### src/rtl/rx_line_conditioner_if.sv
// ---------------------------------------------------------------------------
// rx_line_conditioner_if
// Signal bundle between the raw RX pin / deserializer side and the line
// conditioner.
//   rx_in      raw RS232 RX pin (idle high), driven towards the conditioner
//   baud_clk   re-phased baud clock, rising edge at bit centre
//   rx_out     retimed serial bit, stable across the baud_clk rising edge
//   busy       frame in progress (confirmed start bit .. stop bit sampled)
//   frame_err  one-clock pulse when a stop bit samples low
//   err_cnt    saturating framing-error count
// Modports:
//   master : the conditioner (drives everything except rx_in)
//   slave  : the pin / deserializer side
// ---------------------------------------------------------------------------
interface rx_line_conditioner_if;
   logic       rx_in;
   logic       baud_clk;
   logic       rx_out;
   logic       busy;
   logic       frame_err;
   logic [7:0] err_cnt;

   modport master (
      input  rx_in,
      output baud_clk,
      output rx_out,
      output busy,
      output frame_err,
      output err_cnt
   );

   modport slave (
      output rx_in,
      input  baud_clk,
      input  rx_out,
      input  busy,
      input  frame_err,
      input  err_cnt
   );
endinterface

### src/rtl/rx_line_conditioner.sv
// ---------------------------------------------------------------------------
// rx_line_conditioner
// Front end of the UART receive chain. Synchronises the raw RX pin, runs a
// 16x oversampling tick counter that is re-phased on each start bit, and
// produces a baud clock plus a retimed serial bit for the deserializer.
// Framing errors (stop bit low) are flagged and counted.
//
// Ports:
//   clk     system clock
//   reset   asynchronous, active-high reset
//   line    rx_line_conditioner_if.master
//             rx_in (in), baud_clk, rx_out, busy, frame_err, err_cnt[7:0] (out)
//
// Parameters:
//   CLK_HZ, BAUD  clock and line rate; DIV = (CLK_HZ + 8*BAUD) / (16*BAUD)
//   DATA_BITS     data bits per frame
//
// Configuration macro RX_LINE_MAJORITY_EN:
//   defined   -> bit value is the majority of samples at ticks 7, 8, 9
//   undefined -> bit value is the single sample at tick 8
// ---------------------------------------------------------------------------
module rx_line_conditioner #(
   parameter int CLK_HZ    = 50000000,
   parameter int BAUD      = 115200,
   parameter int DATA_BITS = 8
) (
   input  logic                  clk,
   input  logic                  reset,
   rx_line_conditioner_if.master line
);

   localparam int DIV   = (CLK_HZ + 8 * BAUD) / (16 * BAUD);
   localparam int DIV_W = (DIV > 2) ? $clog2(DIV) : 1;
   localparam int IDX_W = (DATA_BITS > 1) ? $clog2(DATA_BITS) : 1;

   localparam logic [DIV_W-1:0] DIV_LAST = DIV_W'(DIV - 1);
   // Sample point inside a tick; kept strictly before the last clock of the
   // tick so the tick-9 sample is registered before the end-of-tick-9 update.
   localparam logic [DIV_W-1:0] DIV_MID  = DIV_W'((DIV - 1) / 2);
   localparam logic [IDX_W-1:0] IDX_LAST = IDX_W'(DATA_BITS - 1);

   generate
      if (DIV < 2) begin : g_div_check
         $error("rx_line_conditioner: DIV = %0d is below 2", DIV);
      end
      if (DATA_BITS < 1) begin : g_bits_check
         $error("rx_line_conditioner: DATA_BITS must be at least 1");
      end
   endgenerate

   typedef enum logic [2:0] {
      S_IDLE,
      S_START,
      S_DATA,
      S_STOP,
      S_BREAK
   } state_t;

   state_t           state_reg;
   logic             rx_meta_reg;
   logic             rx_s_reg;
   logic             rx_s_prev_reg;
   logic [DIV_W-1:0] div_reg;
   logic [3:0]       tick_reg;
   logic [IDX_W-1:0] idx_reg;
   logic             s8_reg;
   logic             baud_clk_reg;
   logic             rx_out_reg;
   logic             busy_reg;
   logic             frame_err_reg;
   logic [7:0]       err_cnt_reg;

   logic             fall_edge;
   logic             div_wrap;
   logic             bit_end;
   logic             bit_val;

`ifdef RX_LINE_MAJORITY_EN
   logic             s7_reg;
   logic             s9_reg;
   assign bit_val = (s7_reg & s8_reg) | (s7_reg & s9_reg) | (s8_reg & s9_reg);
`else
   assign bit_val = s8_reg;
`endif

   assign fall_edge = rx_s_prev_reg & ~rx_s_reg;
   assign div_wrap  = (div_reg == DIV_LAST);
   // End of tick 9: the single point where rx_out and the FSM advance.
   assign bit_end   = div_wrap && (tick_reg == 4'd9);

   always_ff @(posedge clk or posedge reset) begin
      if (reset) begin
         state_reg     <= S_IDLE;
         rx_meta_reg   <= 1'b1;
         rx_s_reg      <= 1'b1;
         rx_s_prev_reg <= 1'b1;
         div_reg       <= '0;
         tick_reg      <= 4'd0;
         idx_reg       <= '0;
         s8_reg        <= 1'b1;
`ifdef RX_LINE_MAJORITY_EN
         s7_reg        <= 1'b1;
         s9_reg        <= 1'b1;
`endif
         baud_clk_reg  <= 1'b0;
         rx_out_reg    <= 1'b1;
         busy_reg      <= 1'b0;
         frame_err_reg <= 1'b0;
         err_cnt_reg   <= 8'd0;
      end else begin
         // Two-flop synchroniser; rx_s_prev only feeds the edge detector.
         rx_meta_reg   <= line.rx_in;
         rx_s_reg      <= rx_meta_reg;
         rx_s_prev_reg <= rx_s_reg;

         frame_err_reg <= 1'b0;

         if (div_wrap) begin
            div_reg  <= '0;
            tick_reg <= tick_reg + 4'd1;
         end else begin
            div_reg  <= div_reg + DIV_W'(1);
         end

         if (div_reg == DIV_MID) begin
            if (tick_reg == 4'd8) s8_reg <= rx_s_reg;
`ifdef RX_LINE_MAJORITY_EN
            if (tick_reg == 4'd7) s7_reg <= rx_s_reg;
            if (tick_reg == 4'd9) s9_reg <= rx_s_reg;
`endif
         end

         // Decoded from the registered tick, so the rising edge lands one
         // clock after the end-of-tick-9 rx_out update and the high phase
         // is exactly six ticks long.
         baud_clk_reg <= (tick_reg >= 4'd10);

         if (bit_end) begin
            rx_out_reg <= bit_val;
            unique case (state_reg)
               S_IDLE: ;
               S_START: begin
                  if (!bit_val) begin
                     busy_reg  <= 1'b1;
                     idx_reg   <= '0;
                     state_reg <= S_DATA;
                  end else begin
                     state_reg <= S_IDLE;
                  end
               end
               S_DATA: begin
                  if (idx_reg == IDX_LAST) state_reg <= S_STOP;
                  else                     idx_reg   <= idx_reg + IDX_W'(1);
               end
               S_STOP: begin
                  busy_reg <= 1'b0;
                  if (bit_val) begin
                     state_reg <= S_IDLE;
                  end else begin
                     frame_err_reg <= 1'b1;
                     if (err_cnt_reg != 8'hFF) err_cnt_reg <= err_cnt_reg + 8'd1;
                     state_reg <= S_BREAK;
                  end
               end
               S_BREAK: begin
                  if (bit_val) state_reg <= S_IDLE;
               end
               default: state_reg <= S_IDLE;
            endcase
         end

         // Start-bit re-phasing: overrides the counter and baud_clk updates
         // above. Forcing baud_clk low at once means the new bit timing
         // never extends a high phase that was already in progress.
         if ((state_reg == S_IDLE) && fall_edge) begin
            div_reg      <= '0;
            tick_reg     <= 4'd0;
            baud_clk_reg <= 1'b0;
            state_reg    <= S_START;
         end
      end
   end

   assign line.baud_clk  = baud_clk_reg;
   assign line.rx_out    = rx_out_reg;
   assign line.busy      = busy_reg;
   assign line.frame_err = frame_err_reg;
   assign line.err_cnt   = err_cnt_reg;

endmodule

### src/flat_wrapper.sv
// flat-port wrapper written by rule: the top's interface ports become plain ports
module rx_line_conditioner_flat 
#(
   parameter int CLK_HZ    = 50000000,
   parameter int BAUD      = 115200,
   parameter int DATA_BITS = 8
)
  (clk, reset, line_rx_in, line_baud_clk, line_rx_out, line_busy, line_frame_err, line_err_cnt);
  rx_line_conditioner_if line_i ();
  input  logic clk;
  input  logic reset;
  input wire logic [$bits(line_i.rx_in)-1:0] line_rx_in;
  output wire logic [$bits(line_i.baud_clk)-1:0] line_baud_clk;
  output wire logic [$bits(line_i.rx_out)-1:0] line_rx_out;
  output wire logic [$bits(line_i.busy)-1:0] line_busy;
  output wire logic [$bits(line_i.frame_err)-1:0] line_frame_err;
  output wire logic [$bits(line_i.err_cnt)-1:0] line_err_cnt;
  assign line_i.rx_in = line_rx_in;
  assign line_baud_clk = line_i.baud_clk;
  assign line_rx_out = line_i.rx_out;
  assign line_busy = line_i.busy;
  assign line_frame_err = line_i.frame_err;
  assign line_err_cnt = line_i.err_cnt;
  rx_line_conditioner #(.CLK_HZ(CLK_HZ), .BAUD(BAUD), .DATA_BITS(DATA_BITS)) u_core (.clk(clk), .reset(reset), .line(line_i));
endmodule
### config.mk
export PLATFORM = sky130hd
export DESIGN_NAME = rx_line_conditioner_flat
export DESIGN_NICKNAME = d
export VERILOG_FILES = /design/src/rtl/rx_line_conditioner_if.sv /design/src/rtl/rx_line_conditioner.sv /design/src/flat_wrapper.sv
export SDC_FILE = /design/constraint.sdc
export NUM_CORES = 1
export LEC_CHECK = 0
export ABC_CLOCK_PERIOD_IN_PS = 2300
export CAP_MARGIN = 40
export CORE_ASPECT_RATIO = 0.9
export CORE_UTILIZATION = 55
export DETAILED_ROUTE_END_ITERATION = 6
export PLACE_DENSITY = 0.75
export SLEW_MARGIN = 20
export SYNTH_ARGS = -nofsm -noshare
export SYNTH_HDL_FRONTEND = slang
export SYNTH_SLANG_ARGS = --single-unit
### constraint.sdc
create_clock -name clk -period 2.3 [get_ports clk]
set_input_delay 0.46 -clock clk [delete_from_list [all_inputs] [get_ports clk]]
set_output_delay 0.46 -clock clk [all_outputs]
set_load 0.005 [all_outputs]
# ---- Yosys cells after proc, flatten, opt, wreduce, memory -nomap -nowiden
# Cells that the tools add are included.
dict set report totals {
  elab_cells 68
  ff_bits 31
  output_inout_bits 12
  in_bits 3
}
dict set report classes {
  add_sub_neg 4
  n_reduce_logical 12
  n_lt_le_gt_ge 1
  muxes 20
  bitwise_logic 3
  n_eq_ne 15
}
# operator n
set ops {}
lappend ops {{$mux 3} 7}
lappend ops {{$pmux 3 s5} 1}
lappend ops {{$reduce_and 4->1} 3}
lappend ops {{$mux 5} 2}
lappend ops {{$add 8x1->8 const B} 1}
lappend ops {{$eq 4x4->1 const B} 2}
lappend ops {{$mux 4} 2}
lappend ops {{$ne 8x8->1 const B} 1}
lappend ops {{$reduce_bool 2->1} 4}
lappend ops {{$eq 3x2->1 const B} 2}
lappend ops {{$eq 3x3->1 const B} 2}
lappend ops {{$ne 2x2->1 const B} 3}
lappend ops {{$ne 3x1->1 const B} 2}
lappend ops {{$pmux 3 s2} 1}
lappend ops {{$add 5x1->5 const B} 1}
lappend ops {{$eq 5x4->1 const B} 1}
lappend ops {{$eq 5x5->1 const B} 1}
lappend ops {{$mux 1} 5}
lappend ops {{$add 4x1->4 const B} 1}
lappend ops {{$ge 4x4->1 const B} 1}
lappend ops {{$add 3x1->3 const B} 1}
lappend ops {{$eq 3x1->1 const B} 1}
lappend ops {{$logic_not 3->1} 1}
lappend ops {{$reduce_and 3->1} 1}
lappend ops {{other kinds (6)} 8}

# ---- Logic depth before layout (Yosys ltp)
# Gate-level depths: netlist of the first run.
dict set report depth {
  word_depth 5
  ltp_mapped 7
  mapped_depth_nobuf 6
}

# ---- Worst setup path after synthesis of the first run
# No wires, ideal clock.
dict set report synth_timing {
  path_type {register -> register}
  from {register u_core.div_reg[0]}
  to {register u_core.err_cnt_reg[6] (netlist: u_core.line.err_cnt[6])}
  path_buffers 1
  stages_incl_launch_ff 8
  t_required_ps 2172
  period_less_slack_ps 1686
  setup_time_ps 128
  arrival_time_ps 1558
  setup_slack_ps 614
  path_cell_list {dfrtp_1 inv_1 ha_1 and4b_1 buf_6 nand4_4 nor3_1 mux2_1}
}
dict set report synth_between {
  elab_chain_len 3
}
# item line_no
set synth_rtl {}
lappend synth_rtl {{start, declared} rx_line_conditioner.sv:63} ;# logic [DIV_W-1:0] div_reg;
lappend synth_rtl {{start signal, assigned} rx_line_conditioner.sv:122} ;# div_reg <= div_reg + DIV_W'(1);
lappend synth_rtl {{$eq 5x5->1} rx_line_conditioner.sv:87} ;# assign div_wrap = (div_reg == DIV_LAST);
lappend synth_rtl {{$logic_and 1x1->1} rx_line_conditioner.sv:89} ;# assign bit_end = div_wrap && (tick_reg == 4'd9);
lappend synth_rtl {{$reduce_and 4->1 (no line)} --}
lappend synth_rtl {{end signal, assigned} rx_line_conditioner.sv:161} ;# if (err_cnt_reg != 8'hFF) err_cnt_reg <= err_cnt_reg + 8'd1;
lappend synth_rtl {{end, declared} rx_line_conditioner.sv:71} ;# logic [7:0] err_cnt_reg;
# No other way between the ends.
# A chain may end at the register's enable or synchronous reset.

# ---- Final worst setup path of the first run
dict set report layout_timing {
  from {register u_core.div_reg[0]}
  to {register u_core.err_cnt_reg[1] (netlist: u_core.line.err_cnt[1])}
}
# The elaborated chain is that of the path after synthesis.

==> flow_metrics.py, run 1 <==
metrics = {
    "worst_setup_path": {
        "cp_top_family": "simple AND/OR/NAND/NOR gates",
        "r2r_start": "u_core.div_reg[0]",
        "critical_path.endpoint": "u_core.line.err_cnt[1]",
        "cp.arrival_ns": 2.18,
        "worst-path-buf-inv": 1,
        "path_max_fanout": 9,
        "startpoint": "u_core.div_reg[0]",
        "required_ns": 2.50,
        "reg2reg_depth": 6,
        "slowest_delay_ns": 0.43,
        "reg2reg_to": "u_core.line.err_cnt[1]",
        "crit_path_end_kind": "register",
        "cpMaxStageDelayCell": "dfrtp_1",
        "reg2reg_slack_ns": 0.32,
        "cp.depth": 6,
        "startpoint_type": "register",
        "crit_chain": "inv_1, ha_1, and4b_1, nand4_4, nor2_2, mux2_1",
        "path_class": "reg -> reg",
    },
    "final_layout": {
        "final_cell_mix": "dfrtp_1, clkdlybuf4s50_1, nand2_1, ha_1",
        "antennaDiodeCount": 0,
        "finalInstanceArea_um2": 1729,
        "areaGrowthSynthToFinish_pct": 13.37,
        "drive_above_1_share": 0.1299,
        "nets": 167,
        "largest_reg_flops": 8,
        "final_common_cell": "dfrtp_1",
    },
    "route": {
        "ant_nets": 0,
        "drt_iter0_markers": 28,
        "drc_errors": 0,
        "viasPerCell": 5.665,
        "vias": 1031,
        "routed_wl_um": 2507,
        "first_pass_iters": 3,
        "wl_per_cell_um": 13.77,
    },
    "power": {
        "clockPowerShare": 0.236,
        "p_switching_mw": 0.3610,
        "p_seq_frac": 0.582,
        "p_int_mw": 0.8284,
        "power_density_nw_per_um2": 687.9,
        "p_comb_frac": 0.182,
        "swShare": 0.3035,
        "leakagePower_nw": 0.8258,
        "vdd_drop_max_v": 0.0006130,
        "finalPower_mw": 1.189,
    },
    "floorplan": {
        "initial_core_util": 0.6026,
        "fp.dieH_um": 51.96,
        "core_area_um2": 2531,
        "ioPinCount": 15,
        "die_area_um2": 2988,
        "row_count": 17,
        "die_x_um": 57.51,
    },
    "sta": {
        "fin_ws_ns": 0.3199,
        "grt_setup_unrepaired": "false",
        "timing.fmax_mhz": 505.0,
        "hold_violations": 0,
        "fin_crit_ns": 1.980,
        "skew_ns": 0.008074,
        "fin_crit_sh": 0.8609,
        "worst_pin_slew_ns": 0.4152,
        "relSlewSlack": 0.7222,
        "finalSetupTns_ns": 0,
        "final_max_slew_viol_count": 0,
        "report.final.setup_viol": 0,
        "worst_hold_slack_ns": 0.3696,
    },
    "clocking": {
        "cts_resized": 0,
        "clk_pin_slew_worst_paths_ns": 0.09,
        "clock-sinks": 31,
        "postCtsSetupRepairBufs": 0,
        "cts_inserted_buffers": 5,
        "cts_tree": "done",
        "cts_buffer_depth": 2,
        "ctsHoldBuffers": 0,
        "root_buffer": "clkbuf_4",
        "worstSkewPairLatency_ns": 0.32,
        "cts-htree-levels": 2,
    },
    "placement": {
        "gp_congestion": 0.8061,
        "pre_cts_ws_ns": 0.3220,
        "post_dp_cell_area_um2": 1684,
        "dp_hpwl_um": 1741,
        "port-buffer-count": 14,
    },
    "logic_synthesis": {
        "synth_cells": 135,
        "syn_nets": 148,
        "yosysSeqAreaShare": 0.5127,
        "synth_warnings": 0,
        "ys_ff_latch": 31,
        "avgSynthCellArea_um2": 11.30,
        "synth_area_um2": 1525,
        "netlist-cell-type-count": 37,
    },
    "grt": {
        "grt_pass1_wl_um": 4250,
        "grt_overflow": 0,
        "antenna_found_initial": 0,
        "grt_pass1_vias": 960,
        "grt_usage": 0.1965,
        "grt_max_degree": 32,
    },
    "flow_run": {
        "maxCapViolCount": 0,
    },
    "worst_hold_path": {
        "hp-class": "reg -> reg",
    },
    "status": {
        "status": "finished clean",
    },
}
## power by group through the flow
stage | combinational (mW) | clock (mW) | sequential, mW
2_1_floorplan | 0.191 | 0 | 0.679
3_3_place_gp | 0.212 | 0 | 0.698
3_5_place_dp | 0.220 | 0 | 0.705
4_1_cts | 0.221 | 0.296 | 0.694
5_1_grt | 0.251 | 0.318 | 0.711
6_report | 0.216 | 0.281 | 0.693
## cells in the mapped netlist (all sizes together)
cell type,count,share of area
and2b,1,0.0049
xor2,9,0.052
o21ai,4,0.013
dfstp,5,0.086
a21oi,3,0.0098
nor3b,3,0.018
nor2,10,0.026
and2,1,0.0041
nand3,8,0.026
mux2,4,0.030
dfrtp,26,0.43
a22o,2,0.011
nand4,3,0.022
buf,3,0.016
inv,7,0.017
nor2b,2,0.0082
and4bb,1,0.0082
nand4b,2,0.011
nor3,4,0.013
o31ai,3,0.015
xnor2,1,0.0057
and3,2,0.0082
a31oi,5,0.021
nor4,2,0.016
ha,10,0.082
nand2,10,0.025
nand2b,1,0.0041
or2,1,0.0041
and4b,2,0.016
## cell type report
| class | instances | area, um^2 |
|---|---|---|
| repair buffers | 15 | 147.6 |
| multi-input cells | 94 | 693.2 |
| flip-flops and latches | 31 | 782.0 |
| inverters | 7 | 26.28 |
| fillers | 216 | 802.0 |
| clock buffers | 7 | 45.04 |
| well taps | 28 | 35.03 |
## metal layers
layer,GRT usage,wire [um],vias to the layer above
met2,0.2868,1118,15
li1,-,-,511
met5,0,0,-
met3,0.05224,90,5
met1,0.2606,1259,500
met4,0.1220,39,0
## worst reg2reg max path: cells and delay by family, from the launching register on
| kind | cells | cell delay [ns] |
|---|---|---|
| flip-flops | 1 | 0.43 |
| adder cells (fa/ha/maj) | 1 | 0.16 |
| buffers and inverters | 1 | 0.07 |
| AND/OR/NAND/NOR | 3 | 0.86 |
| multiplexers | 1 | 0.35 |
## cell families (layout without fill, tap and decap cells)
kind of cell	after synthesis	count (layout)	synth area share
xor+xnor	10	10	0.05743
mux	4	4	0.02953
fa+ha+maj	10	10	0.08203
simple gates	53	53	0.2158
compound gates	17	17	0.06973
buf+inv	10	29	0.03282
flops	31	31	0.5127
## worst min path at each step
stage / start / to / slack (ns) / depth (start not counted)
floorplan: u_core.rx_meta_reg / u_core.rx_s_reg / 0.35 / 0
global placement: u_core.rx_meta_reg / u_core.rx_s_reg / 0.35 / 0
detailed placement: u_core.rx_meta_reg / u_core.rx_s_reg / 0.35 / 0
CTS: u_core.rx_meta_reg / u_core.rx_s_reg / 0.37 / 0
global route: u_core.rx_meta_reg / u_core.rx_s_reg / 0.37 / 0
finish: u_core.rx_meta_reg / u_core.rx_s_reg / 0.37 / 0
## through the flow
stage            util  instances
2_1_floorplan       -        135
3_3_place_gp   0.6653        175
3_5_place_dp   0.6653        175
4_1_cts        0.6831        182
5_1_grt        0.6831        182
6_report       0.6831        182
Note: power is estimated with default switching activity, not from simulation.
==> run 2: changes to the inputs <==
--- a/config.mk
+++ b/config.mk
@@ -11,6 +11,7 @@
 export CORE_UTILIZATION = 55
 export DETAILED_ROUTE_END_ITERATION = 6
 export PLACE_DENSITY = 0.75
+export REMOVE_ABC_BUFFERS = 1
 export SLEW_MARGIN = 20
 export SYNTH_ARGS = -nofsm -noshare
 export SYNTH_HDL_FRONTEND = slang
==> flow_metrics.py, run 2 (synthesis gave the netlist of run 1 again) <==
metrics = {
    "worst_setup_path": {
        "worst-path-buf-inv": 1,
        "slowest_delay_ns": 0.43,
        "cp_top_family": "simple AND/OR/NAND/NOR gates",
        "required_ns": 2.52,
        "cpMaxStageDelayCell": "dfrtp_1",
        "startpoint_type": "register",
        "path_class": "reg -> reg",
        "path_max_fanout": 9,
        "cp.arrival_ns": 2.22,
        "crit_path_end_kind": "register",
        "crit_chain": "inv_1, ha_1, and4b_1, nand4_4, nor3_1, mux2_1",
    },
    "floorplan": {
        "fp.dieH_um": 51.96,
        "die_area_um2": 2988,
        "initial_core_util": 0.6026,
        "die_x_um": 57.51,
        "ioPinCount": 15,
        "core_area_um2": 2531,
        "row_count": 17,
    },
    "grt": {
        "antenna_found_initial": 0,
        "grt_busiest_layer": "met2",
        "grt_pass1_wl_um": 4809,
        "grt_use_met3": 0.06468,
        "grt_usage": 0.2208,
        "grt_max_degree": 32,
        "met1_usage": 0.2804,
        "grt_util_met2": 0.3333,
        "grt_pass1_vias": 1055,
        "grt_overflow": 0,
    },
    "clocking": {
        "ctsHoldBuffers": 0,
        "clk_pin_slew_worst_paths_ns": 0.09,
        "cts_inserted_buffers": 5,
        "postCtsSetupRepairBufs": 0,
        "clock-sinks": 31,
        "cts_tree": "done",
        "worstSkewPairLatency_ns": 0.33,
        "root_buffer": "clkbuf_4",
        "cts-htree-levels": 2,
        "cts_resized": 0,
        "cts_buffer_depth": 2,
    },
    "worst_hold_path": {
        "hp-class": "reg -> reg",
    },
    "sta": {
        "grt_setup_unrepaired": "false",
        "hold_violations": 0,
        "worst_pin_slew_ns": 0.4034,
        "finalSetupTns_ns": 0,
        "timing.fmax_mhz": 499.8,
        "fin_crit_ns": 2.001,
        "report.final.setup_viol": 0,
        "skew_ns": 0.006349,
        "fin_crit_sh": 0.8699,
        "relSlewSlack": 0.7299,
        "final_max_slew_viol_count": 0,
    },
    "route": {
        "routed_wl_um": 2592,
        "vias": 1040,
        "viasPerCell": 5.683,
        "drc_errors": 1,
        "drt_iter0_markers": 35,
        "first_pass_iters": 6,
        "wl_per_cell_um": 14.16,
        "ant_nets": 0,
    },
    "final_layout": {
        "areaGrowthSynthToFinish_pct": 14.93,
        "largest_reg_flops": 8,
        "nets": 167,
        "drive_above_1_share": 0.1419,
        "final_common_cell": "dfrtp_1",
        "final_cell_mix": "dfrtp_1, clkdlybuf4s50_1, nand2_1, ha_1",
        "antennaDiodeCount": 0,
        "stdcell_count": 183,
    },
    "placement": {
        "dp_hpwl_um": 1821,
        "gp_congestion": 0.7988,
        "dp_cells": 175,
        "port-buffer-count": 14,
    },
    "status": {
        "violations": "DRC",
        "status": "finished with violations",
    },
    "power": {
        "vdd_drop_max_v": 0.0006396,
        "p_switching_mw": 0.3846,
        "swShare": 0.3009,
        "power_density_nw_per_um2": 729.1,
        "p_comb_frac": 0.174,
        "p_seq_frac": 0.542,
        "clockPowerShare": 0.284,
        "p_int_mw": 0.8934,
        "leakagePower_nw": 0.8390,
    },
    "flow_run": {
        "maxCapViolCount": 0,
    },
}
[run 2: changes by cell type in the layout (fill, tap and decap cells not counted)]
cell / before / now
clkbuf_8: 0 / 2
clkbuf_1: 2 / 1
[run 2: path summary, 6_finish.rpt]
path,start,endpoint,slack (ns),cells after the start
max in group asynchronous,reset,u_core.rx_s_prev_reg,1.47,3
worst max-delay path,u_core.div_reg[0],u_core.line.err_cnt[6],0.30,6
worst max register to register,u_core.div_reg[0],u_core.line.err_cnt[6],0.30,6
worst min-delay path,u_core.rx_meta_reg,u_core.rx_s_reg,0.36,0
worst min register to register,u_core.rx_meta_reg,u_core.rx_s_reg,0.36,0
min in group asynchronous,reset,u_core.line.err_cnt[4],0.51,3
[run 2: power by group through the flow]
stage | clock network, mW | logic (mW) | registers (mW)
after floorplan | 0 | 0.178 | 0.684
after global placement | 0 | 0.212 | 0.698
final | 0.363 | 0.222 | 0.693
after CTS | 0.378 | 0.228 | 0.693
after global routing | 0.399 | 0.263 | 0.710
after detailed placement | 0 | 0.225 | 0.705
[run 2: final cells by class]
type | instances | area, um^2
clock buffer | 8 | 68.82
sequential | 31 | 782.0
multi-input combinational | 94 | 693.2
fill | 196 | 778.2
tap | 28 | 35.03
timing repair buffer | 15 | 147.6
inverter | 7 | 26.28
[run 2: per-stage QoR]
| stage | util | hold WS [ns] | area [um^2] | setup slack, ns | total power [mW] |
|---|---|---|---|---|---|
| 6_report | 0.6925 | 0.3599 | 1753 | 0.2993 | 1.278 |
| 5_1_grt | 0.6925 | 0.3690 | 1753 | 0.1308 | 1.372 |
| 4_1_cts | 0.6925 | 0.3629 | 1753 | 0.2773 | 1.300 |
| 3_5_place_dp | 0.6653 | 0.3488 | 1684 | 0.2957 | 0.9296 |
| 3_3_place_gp | 0.6653 | 0.3467 | 1684 | 0.4174 | 0.9104 |
| 2_1_floorplan | - | 0.3452 | 1501 | 0.5326 | 0.8624 |
[run 2: per-layer routing]
layer	part of all wire	vias to the layer above
li1	-	514
met1	0.49	503
met2	0.45	18
met3	0.041	5
met4	0.020	0
met5	0	-
[run 2: worst reg2reg max path, stage by stage, from the launching register on]
cell	delay (ns)
dfrtp_1	0.43
inv_1	0.07
ha_1	0.15
and4b_1	0.43
nand4_4	0.21
nor3_1	0.24
mux2_1	0.35
==> run 3: changes to the inputs <==
--- a/config.mk
+++ b/config.mk
@@ -6,13 +6,13 @@
 export NUM_CORES = 1
 export LEC_CHECK = 0
 export ABC_CLOCK_PERIOD_IN_PS = 2300
-export CAP_MARGIN = 40
+export CAP_MARGIN = 20
 export CORE_ASPECT_RATIO = 0.9
 export CORE_UTILIZATION = 55
 export DETAILED_ROUTE_END_ITERATION = 6
 export PLACE_DENSITY = 0.75
 export REMOVE_ABC_BUFFERS = 1
-export SLEW_MARGIN = 20
+export SLEW_MARGIN = 10
 export SYNTH_ARGS = -nofsm -noshare
 export SYNTH_HDL_FRONTEND = slang
 export SYNTH_SLANG_ARGS = --single-unit
==> results of run 3 <==
The final DEF is identical to that of run 2; final timing and power are the same.
